**src/rtl/chiplet_job_dispatcher.sv**
```systemverilog
// Dispatches a stream of {id,size} jobs to the least-loaded chiplet row that has credit.
// Each row keeps an in-flight count: a fire increments it and a completion strobe decrements it.
module chiplet_job_dispatcher #(
   parameter  int id_width_p        = 8,
   parameter  int size_width_p      = 8,
   parameter  int num_rows_p        = 2,
   parameter  int max_outstanding_p = 4,
   localparam int width_p           = id_width_p + size_width_p,
   localparam int cnt_w             = $clog2(max_outstanding_p + 1)
) (
   input  logic                          clk_i,
   input  logic                          reset_i,
   input  logic                          v_i,
   input  logic [width_p-1:0]            data_i,
   output logic                          ready_o,
   output logic [num_rows_p-1:0]         row_v_o,
   output logic [num_rows_p*width_p-1:0] row_data_o,
   input  logic [num_rows_p-1:0]         row_ready_i,
   input  logic [num_rows_p-1:0]         done_v_i,
   output logic [num_rows_p*cnt_w-1:0]   outstanding_o,
   output logic                          busy_o,
   output logic                          error_o
);

   localparam int sel_w = (num_rows_p > 1) ? $clog2(num_rows_p) : 1;

   typedef enum logic [1:0] {ST_EMPTY, ST_PEND, ST_OFFER} state_t;

   state_t                  r_state;
   state_t                  w_state_nxt;
   logic [width_p-1:0]      r_hold;
   logic [sel_w-1:0]        r_sel;
   logic [sel_w-1:0]        r_rr;
   logic [cnt_w-1:0]        r_cnt [num_rows_p];
   logic                    r_error;
   logic                    w_accept;
   logic                    w_fire;
   logic                    w_pick_v;
   logic [sel_w-1:0]        w_pick;
   logic [cnt_w-1:0]        w_best;
   logic [num_rows_p-1:0]   w_inc;
   logic [num_rows_p-1:0]   w_zero;

   assign w_accept = v_i & ready_o;
   assign w_fire   = (r_state == ST_OFFER) & row_ready_i[r_sel];

   // NOTE: flops use <= so every register samples pre-edge values; comb blocks use = with defaults first.
   always_ff @(posedge clk_i or posedge reset_i) begin
      if (reset_i) r_state <= ST_EMPTY;
      else         r_state <= w_state_nxt;
   end

   always_comb begin
      w_state_nxt = r_state;
      unique case (r_state)
         ST_EMPTY: if (w_accept) w_state_nxt = ST_PEND;
         ST_PEND:  if (w_pick_v) w_state_nxt = ST_OFFER;
         ST_OFFER: if (w_fire)   w_state_nxt = w_accept ? ST_PEND : ST_EMPTY;
         default:                w_state_nxt = ST_EMPTY;
      endcase
   end

   always_comb begin
      ready_o = 1'b0;
      row_v_o = '0;
      unique case (r_state)
         ST_EMPTY: ready_o = 1'b1;
         ST_OFFER: begin
            ready_o        = row_ready_i[r_sel];
            row_v_o[r_sel] = 1'b1;
         end
         default: ;
      endcase
   end

   // Scan from rr_ptr; strict '<' keeps the first minimum found, giving the round-robin tie-break.
   always_comb begin : pick_row
      int               v_idx;
      logic [sel_w-1:0] v_row;
      v_idx    = 0;
      v_row    = '0;
      w_pick_v = 1'b0;
      w_pick   = '0;
      w_best   = '0;
      for (int k = 0; k < num_rows_p; k++) begin
         v_idx = (int'(r_rr) + k) % num_rows_p;
         v_row = sel_w'(v_idx);
         if ((r_cnt[v_row] < cnt_w'(max_outstanding_p)) &&
             (!w_pick_v || (r_cnt[v_row] < w_best))) begin
            w_pick_v = 1'b1;
            w_pick   = v_row;
            w_best   = r_cnt[v_row];
         end
      end
   end

   always_ff @(posedge clk_i or posedge reset_i) begin
      if (reset_i) begin
         r_hold <= '0;
         r_sel  <= '0;
         r_rr   <= '0;
      end else begin
         if (w_accept)                         r_hold <= data_i;
         if ((r_state == ST_PEND) && w_pick_v) r_sel  <= w_pick;
         if (w_fire) r_rr <= (r_sel == sel_w'(num_rows_p - 1)) ? '0 : r_sel + 1'b1;
      end
   end

   always_comb begin
      w_inc = '0;
      if (w_fire) w_inc[r_sel] = 1'b1;
   end

   // NOTE: the count array is a handful of flops, not a RAM, so it is cleared by the async reset.
   always_ff @(posedge clk_i or posedge reset_i) begin
      if (reset_i) begin
         for (int r = 0; r < num_rows_p; r++) r_cnt[r] <= '0;
         r_error <= 1'b0;
      end else begin
         for (int r = 0; r < num_rows_p; r++) begin
            if (w_inc[r] && !done_v_i[r])
               r_cnt[r] <= r_cnt[r] + 1'b1;
            else if (!w_inc[r] && done_v_i[r] && !w_zero[r])
               r_cnt[r] <= r_cnt[r] - 1'b1;
         end
         if (|(done_v_i & ~w_inc & w_zero)) r_error <= 1'b1;
      end
   end

   for (genvar r = 0; r < num_rows_p; r++) begin : g_row
      assign w_zero[r]                          = (r_cnt[r] == '0);
      assign outstanding_o[r*cnt_w +: cnt_w]    = r_cnt[r];
      assign row_data_o[r*width_p +: width_p]   = r_hold;
   end

   assign busy_o  = (r_state != ST_EMPTY) | ~(&w_zero);
   assign error_o = r_error;

endmodule

```
**config.mk**
```make
export PLATFORM = sky130hd
export DESIGN_NAME = chiplet_job_dispatcher
export DESIGN_NICKNAME = d
export VERILOG_FILES = /design/src/rtl/chiplet_job_dispatcher.sv
export SDC_FILE = /design/constraint.sdc
export NUM_CORES = 1
export LEC_CHECK = 0
export ABC_CLOCK_PERIOD_IN_PS = 3100
export CAP_MARGIN = 20
export CORE_ASPECT_RATIO = 0.5
export CORE_MARGIN = 2
export CORE_UTILIZATION = 45
export CTS_CLUSTER_SIZE = 25
export DETAILED_ROUTE_END_ITERATION = 6
export HOLD_SLACK_MARGIN = 0.06
export PLACE_DENSITY = 0.92
export SLEW_MARGIN = 20
export SYNTH_ARGS = -nofsm -noshare
export SYNTH_HDL_FRONTEND = slang
export SYNTH_SLANG_ARGS = --single-unit
```
**constraint.sdc**
```tcl
create_clock -name clk_i -period 3.1 [get_ports clk_i]
set_input_delay 0.62 -clock clk_i [delete_from_list [all_inputs] [get_ports clk_i]]
set_output_delay 0.62 -clock clk_i [all_outputs]
set_load 0.02 [all_outputs]
```
After elaboration in Yosys (flattened, before gate mapping)
Cells that the tools add are included.

storage, ports and cells
  register bits = 27
  input port bits = 23
  output and inout bits = 43
  logic and storage cells = 88

cells by class
  add/sub/neg operators = 6
  order comparisons = 7
  equality and inequality tests = 5
  multiplexer cells = 28
  bitwise gates (word level) = 9
  reductions and logical operators = 26

operators by type and width
  operator             count
  $mux 3               11
  $mux 2               5
  $logic_and 1x1->1    9
  $mux 1               9
  $logic_not 1->1      7
  $add 3x1->3 const B  2
  $logic_not 3->1      2
  $lt 3x3->1 const B   2
  $ne 2x2->1 const B   3
  $pmux 2 s3           1
  $reduce_bool 2->1    3
  $sub 3x1->3 const B  2
  $and 2x2->2          2
  $ge 2x2->1 const B   2
  $not 1->2            2
  $lt 3x3->1           1
  $reduce_and 3->1     1
  $add 1x1->1 const B  2
  $and 1x1->1          2
  $eq 2x1->1 const B   1
  $eq 2x2->1 const B   1
  $logic_not 2->1      1
  $lt 1x2->1 const B   1
  $not 2->2            1
  other kinds (8)      8

Longest topological paths before layout
Gate-level depths: netlist of run 1.

  word-level depth = 12
  depth in mapped cells = 8
  mapped depth without buffers = 7

Least setup slack after synthesis of run 1
No wires, ideal clock.

  kind = input to register
  start = in row_ready_i[1]
  end = reg r_cnt, in the netlist outstanding_o[5]
  setup time = 0.097 ns
  arrival time = 2.002 ns
  slack = 1.001 ns
  stages on the path = 7
  cells stage by stage = nand4b_1 nor2_1 inv_1 fa_1 nor3_1 mux2i_1 o221ai_1

on the way
  cells in the longest elaborated chain, start to end = 8
  elaborated cells between the ends (all ways) = 10

ends and longest elaborated chain
  what                                         line  text
  from (decl)                                  18    input logic [num_rows_p-1:0] row_ready_i,
  $mux 1 (implied by the code) * (2 in a row)  45    assign w_fire = (r_state == ST_OFFER) & row_ready_i[r_sel];
  $and 1x1->1 *                                45
  $mux 2 *                                     111   if (w_fire) w_inc[r_sel] = 1'b1;
  $logic_not 1->1                              123   else if (!w_inc[r] && done_v_i[r] && !w_zero[r])
  $logic_and 1x1->1 (2 in a row)               123
  $reduce_bool 2->1 (no source line)           n/a
  to (signal, indexed assignment)              122   r_cnt[r] <= r_cnt[r] + 1'b1;
  to (signal, indexed assignment)              124   r_cnt[r] <= r_cnt[r] - 1'b1;
  to (decl)                                    34    logic [cnt_w-1:0] r_cnt [num_rows_p];

Mark *: on every way between the ends. The rest lies on a longest branch, timed or not. The select of a mux whose other input is x is not followed.
A chain may end at the register's enable or synchronous reset.

Worst setup path in the final report of run 1
  start = in row_ready_i[0]
  end = out ready_o

on the way
  cells in the longest elaborated chain, start to end = 3

ends and longest elaborated chain
  what                                       line  text
  $mux 1 (implied by the code) (2 in a row)  69    ready_o = row_ready_i[r_sel];
  $pmux 1 s2                                 66    unique case (r_state)
  to (decl)                                  15    output logic ready_o,

No other way between the ends. The select of a mux whose other input is x is not followed.

==> impl_results.md, run 1 <==
* Status: finished clean
* Seq/Total Area, Yosys at 0.440
* Placer congestion estimate at 0.773
* Largest net degree at the start of global routing at 28
* # IOs at 66
* CP Capture Type: primary output
* CTS Sinks at 27
* CTS tree: yes
* Commonest non-fill, non-tap cell in the layout: clkdlybuf4s50_1
* Hold Slack at roughly 0.52 ns
* Share of the synthesized area in the top cell type at 0.440
* Die height at 45.3 um
* Root buffer cell: clkbuf_8
* VDD IR max at ~0.53 mV
* CTS Buf Count at 3
* Initial drt markers at 47
* Worst Path Max Fanout at 2
* Site row count at 14
* # nets final at 210
* Initial core utilization at 0.492
* Routed vias/inst at roughly 5.2
* Number of enable flip-flop cells after synthesis at 0
* Slew HR at 0.740
* Met1 usage at 0.212
* RSZ-0062 raised after global routing: false
* Worst path arrival time at 2.02 ns
* Worst setup path class: input pin to primary output
* Final Cycle Share at 0.852
* Synth warn at 0
* Power per cell area at 1150 nW/um^2
* Post-CTS setup buffer count at 0
* Worst-skew pair later-pin latency at between 0.2 and 0.3 ns
* Main synth FF type: dfrtp_1
* Slowest stage cell on the critical path: clkdlybuf4s50_1
* Vias after detailed routing at ~1200
* Slew Viols, Final at 0
* Delay of the slowest critical-path stage at between 0.6 and 0.7 ns
* DRT Pass-1 Iters at 4
* Worst Setup Start Kind: input pin
* Avg Inst Size Synth at 11.4 um^2
* Yosys reg bits at 27
* GR peak layer: met2
* LEAKAGE at 0.887 nW
* Grt met2 use at 0.385
* Async SR Flop Fraction at 1.00
* Clock transition at path regs at 0.10 ns
* Mapped Nets at 160
* Cell mode on critical path: clkdlybuf4s50_1
* Largest cells by area after synthesis: dfrtp_1, mux2_4, buf_4
* Final Critical Period at 2.64 ns
* Max_cap viols at 0
* Fill count at between 200 and 250
* GR Util met3 at 0.0420
* Synth cell types at between 40 and 50
* CTS resizes at 0
* Hold Buf Count CTS at 0
* GRT Residual Overflow at 0
* CP Buf/Inv Count at 2
* WL/cell at 15.8 um
* Clock skew at about 0.0024 ns
* Initial antenna violation count at 0
* Area grow syn2layout at 39.1%
* Max clock buf depth at 2
* Global-route wire length before repair at about 5700 um
* Netlist Area Pre-Place at 1530 um^2
* DRC at 0
* DIE AREA at slightly below 4000 um^2
* CORE AREA at roughly 3100 um^2
* Top cell type by total area after synthesis: dfrtp_1
* Vias in the first global route at about 1200
* Mapped Cells at between 100 and 150
* Total global-route track usage at 0.192
* Worst min-delay path class: flop to flop
* Antenna fix cells at 0
* H-tree depth at 1
* Drt total wl at about 3500 um
* Share of cells above drive strength 1 at 0.153
* Most frequent cells in the layout: clkdlybuf4s50_1, dfrtp_1, mux2_4, mux2_2
* Number of port buffers at 65
* Worst-Margin Slew at a little under 0.4 ns
* Family with the most delay on the worst path: buffers and inverters
* Critical Path RT at ~2.5 ns
* Die width at 86.6 um
* Fmax at approximately 380 MHz
* Hold Fails Final Rpt at 0
* Final setup vio count at 0
* Post-route ant nets at 0
* Post-DP HPWL at ~2700 um
* Total Neg Setup Slack at 0 ns
* Worst-path cell chain: clkdlybuf4s50_1, mux2i_1, a21oi_2, clkdlybuf4s50_1
cell type report:
type / instances / area (um^2) / share of cell area
flip-flops and latches: 27 / 676 / 0.317
multi-input cells: 78 / 669 / 0.314
repair buffers: 67 / 666 / 0.312
well taps: 40 / 50.0 / 0.0235
clock buffers: 3 / 41.3 / 0.0194
inverters: 7 / 26.3 / 0.0123
clock inverters: 1 / 5.00 / 0.00235
cells in the mapped netlist, types with 2 or more instances:
cell type,count
nor3_1,5
nor2b_1,2
nand3_1,2
mux2_2,8
mux2i_1,3
nand2_1,5
inv_1,7
fa_1,2
dfrtp_1,27
buf_4,16
o211ai_1,3
nor2_1,7
o21ai_0,6
clkbuf_1,2
o221ai_1,2
mux2_4,9
nand2b_1,3
report_power, final:
part / internal, mW / total (mW) / leakage [nW] / switching (mW)
Clock: 0.0902 / 0.204 / 0.0255 / 0.113
Combinational: 0.801 / 1.50 / 0.545 / 0.698
Sequential: 0.522 / 0.752 / 0.317 / 0.230
Total: 1.41 / 2.45 / 0.887 / 1.04
worst register-to-register path, delay by kind of cell (launching register included):
| family | cells | cell delay, ns |
|---|---|---|
| simple gates | 3 | 1.05 |
| flops | 1 | 0.47 |
| fa+ha+maj | 1 | 0.41 |
| compound gates | 1 | 0.11 |
per-layer routing:
layer  routed length (um)  part of all wire
met1                 1430              0.40
met5                    0                 0
met3                   94             0.027
met4                   35            0.0099
met2                 1980              0.56
through the flow:
stage	power [mW]	utilization	cell area, um^2	std cells	worst slack, ns
after floorplan	1.73	-	1530	134	1.00
after global placement	2.19	0.669	2090	219	0.510
after detailed placement	2.26	0.669	2090	219	0.438
after CTS	2.47	0.684	2130	223	0.453
after global routing	2.61	0.684	2130	223	0.401
final	2.45	0.684	2130	223	0.457
path summary, 6_finish.rpt:
kind,start,end,slack (ns),cells after the start
max,row_ready_i[0],ready_o,0.46,4
min,error_o$_DFFE_PP0P_,error_o$_DFFE_PP0P_,0.52,1
max reg2reg,r_state[0]$_DFFE_PP0P_,outstanding_o[2]$_DFFE_PP0P_,0.97,5
min reg2reg,error_o$_DFFE_PP0P_,error_o$_DFFE_PP0P_,0.52,1
max in group asynchronous,reset_i,r_hold[3]$_DFFE_PP0P_,2.13,3
min in group asynchronous,reset_i,r_state[0]$_DFFE_PP0P_,0.72,3
cell families (layout without fill, tap and decap cells):
group / Yosys count / after routing / share of synthesized area
AOI/OAI and AO/OA: 21 / 21 / 0.103
muxes: 20 / 20 / 0.166
buffers and inverters: 29 / 78 / 0.123
adders and majority gates: 3 / 3 / 0.0343
xor gates and xnor gates: 1 / 1 / 0.00571
and+or+nand+nor: 33 / 33 / 0.127
DFF: 27 / 27 / 0.440
sequential cells by signal, indices dropped and copies added (netlist names):
name and cells:
r_rr 1, r_state 2, r_hold 16, outstanding_o 6, error_o 1, r_sel 1
Note: power is estimated with default switching activity, not from simulation.
==> run 2: changes to the inputs <==
--- a/config.mk
+++ b/config.mk
@@ -9,11 +9,11 @@
 export CAP_MARGIN = 20
 export CORE_ASPECT_RATIO = 0.5
 export CORE_MARGIN = 2
-export CORE_UTILIZATION = 45
+export CORE_UTILIZATION = 35
 export CTS_CLUSTER_SIZE = 25
 export DETAILED_ROUTE_END_ITERATION = 6
 export HOLD_SLACK_MARGIN = 0.06
-export PLACE_DENSITY = 0.92
+export PLACE_DENSITY = 0.75
 export SLEW_MARGIN = 20
 export SYNTH_ARGS = -nofsm -noshare
 export SYNTH_HDL_FRONTEND = slang
==> impl_results.md, run 2 (synthesized netlist as in run 1, its figures left out) <==
* Sequential Area at a little under 700 um^2
* Hold Fails Final Rpt at 0
* CTS Sinks at 27
* DIE AREA at roughly 5000 um^2
* R2R Path Start: r_state[0]$_DFFE_PP0P_
* Area of the multi-input gates at approximately 670 um^2
* Slew Viols, Final at 0
* Drt total wl at 3390 um
* Die width at 97.6 um
* Antenna fix cells at 0
* Post-layout util at 0.532
* Flop2flop setup slack at around 0.97 ns
* # nets final at 210
* Routed vias/inst at roughly 4.9
* Clock transition at path regs at roughly 0.10 ns
* Die height at 50.8 um
* Post-route ant nets at 0
* Post-CTS setup buffer count at 0
* CTS tree: yes
* Global-route wire length before repair at between 5000 and 6000 um
* Reg2Reg Capture Point: outstanding_o[2]$_DFFE_PP0P_
* Hold depth at 1
* Initial core utilization at 0.379
* CORE AREA at 4040 um^2
* CTS resizes at 0
* Final Cycle Share at 0.847
* LEAKAGE at 0.883 nW
* Most frequent cells in the layout: clkdlybuf4s50_1, dfrtp_1, mux2_4, mux2_2
* Register with the highest flop count: r_hold
* H-tree depth at 1
* Final Critical Period at about 2.6 ns
* Hold Buf Count CTS at 0
* Fill count at ~350
* Power per cell area at 1140 nW/um^2
* CTS Buf Count at 3
* Final std cell area, no fill at approximately 2200 um^2
* Max clock buf depth at 2
* WL/cell at 14.3 um
* Number of port buffers at between 60 and 70
* DRC at 0
* Max_cap viols at 0
* Vias in the first global route at 1166
* Vias after detailed routing at about 1200
* Initial drt markers at 40
* Worst-skew pair later-pin latency at 0.27 ns
* Worst path arrival time at approximately 2 ns
* Fmax at roughly 380 MHz
* Total global-route track usage at 0.138
* Final setup vio count at 0
* Critical Path RT at 2.48 ns
* Hold_sp: error_o$_DFFE_PP0P_
* VDD IR max at 0.355 mV
* DRT Pass-1 Iters at 4
* Placer congestion estimate at 0.725
* Worst Path Max Fanout at 2
* Site row count at 16
* Worst min-delay path class: flop to flop
* Clock skew at 0.00681 ns
* RSZ-0062 raised after global routing: false
* GRT Residual Overflow at 0
* Largest net degree at the start of global routing at 28
* Worst setup path class: input pin to primary output
* # IOs at 66
* Initial antenna violation count at 0
* Max reg flops at 16
* Commonest non-fill, non-tap cell in the layout: clkdlybuf4s50_1
* Worst-Margin Slew at 0.403 ns
* R2R cell count at 5
* Worst Setup Start Kind: input pin
* Hold Path End: error_o$_DFFE_PP0P_
* CP Capture Type: primary output
* Crit. Startpoint: row_ready_i[0]
* Total Neg Setup Slack at 0 ns
* Status: finished clean
* Slew HR at 0.731
* Post-DP HPWL at between 2000 and 3000 um
* Share of cells above drive strength 1 at 0.153
* Hold Slack at between 0.4 and 0.5 ns
* Root buffer cell: clkbuf_8
* Area after DPL at about 2100 um^2
* Area grow syn2layout at 40.4%
==> run 2: cell count changes in the layout (fill, tap and decap cells not counted) <==
cell	change
clkinv_2	-1
clkinvlp_4	+1
==> run 2: metal layers <==
layer  part of all wire  global-route usage  vias to the layer above  routed length, um
li1                   -                   -                      547                  -
met1               0.41               0.144                      580               1380
met2               0.54               0.274                       21               1840
met3              0.030              0.0369                        6                103
met4              0.019              0.0509                        0                 63
met5                  0                   0                        -                  0
==> run 2: layout make-up <==
cell class,count,area share
Sequential cell,27,0.314
Multi-Input combinational cell,78,0.311
Clock inverter,1,0.00349
Clock buffer,3,0.0192
Inverter,7,0.0122
Tap cell,54,0.0314
Timing Repair Buffer,67,0.309
==> run 2: stage by stage <==
stage,power (mW),setup WS [ns],cells
2_1_floorplan,1.73,1.00,134
3_3_place_gp,2.20,0.501,233
3_5_place_dp,2.26,0.427,233
4_1_cts,2.47,0.469,237
5_1_grt,2.60,0.422,237
6_report,2.44,0.475,237
==> run 2: worst max-delay path by stage <==
stage | slack, ns | end
6_report | 0.48 | ready_o
5_1_grt | 0.42 | ready_o
4_1_cts | 0.47 | ready_o
3_5_place_dp | 0.43 | outstanding_o[2]$_DFFE_PP0P_
3_3_place_gp | 0.50 | ready_o
2_1_floorplan | 1.00 | outstanding_o[5]$_DFFE_PP0P_
==> run 2: power breakdown <==
group | internal (mW) | total [mW] | switching (mW) | leakage (nW)
Clock | 0.0912 | 0.203 | 0.112 | 0.0217
Combinational | 0.802 | 1.50 | 0.695 | 0.545
Sequential | 0.522 | 0.744 | 0.222 | 0.317
==> run 2: critical path: stages <==
cell,delay [ns]
clkdlybuf4s50_1,0.50
mux2i_1,0.11
a21oi_2,0.16
clkdlybuf4s50_1,0.61
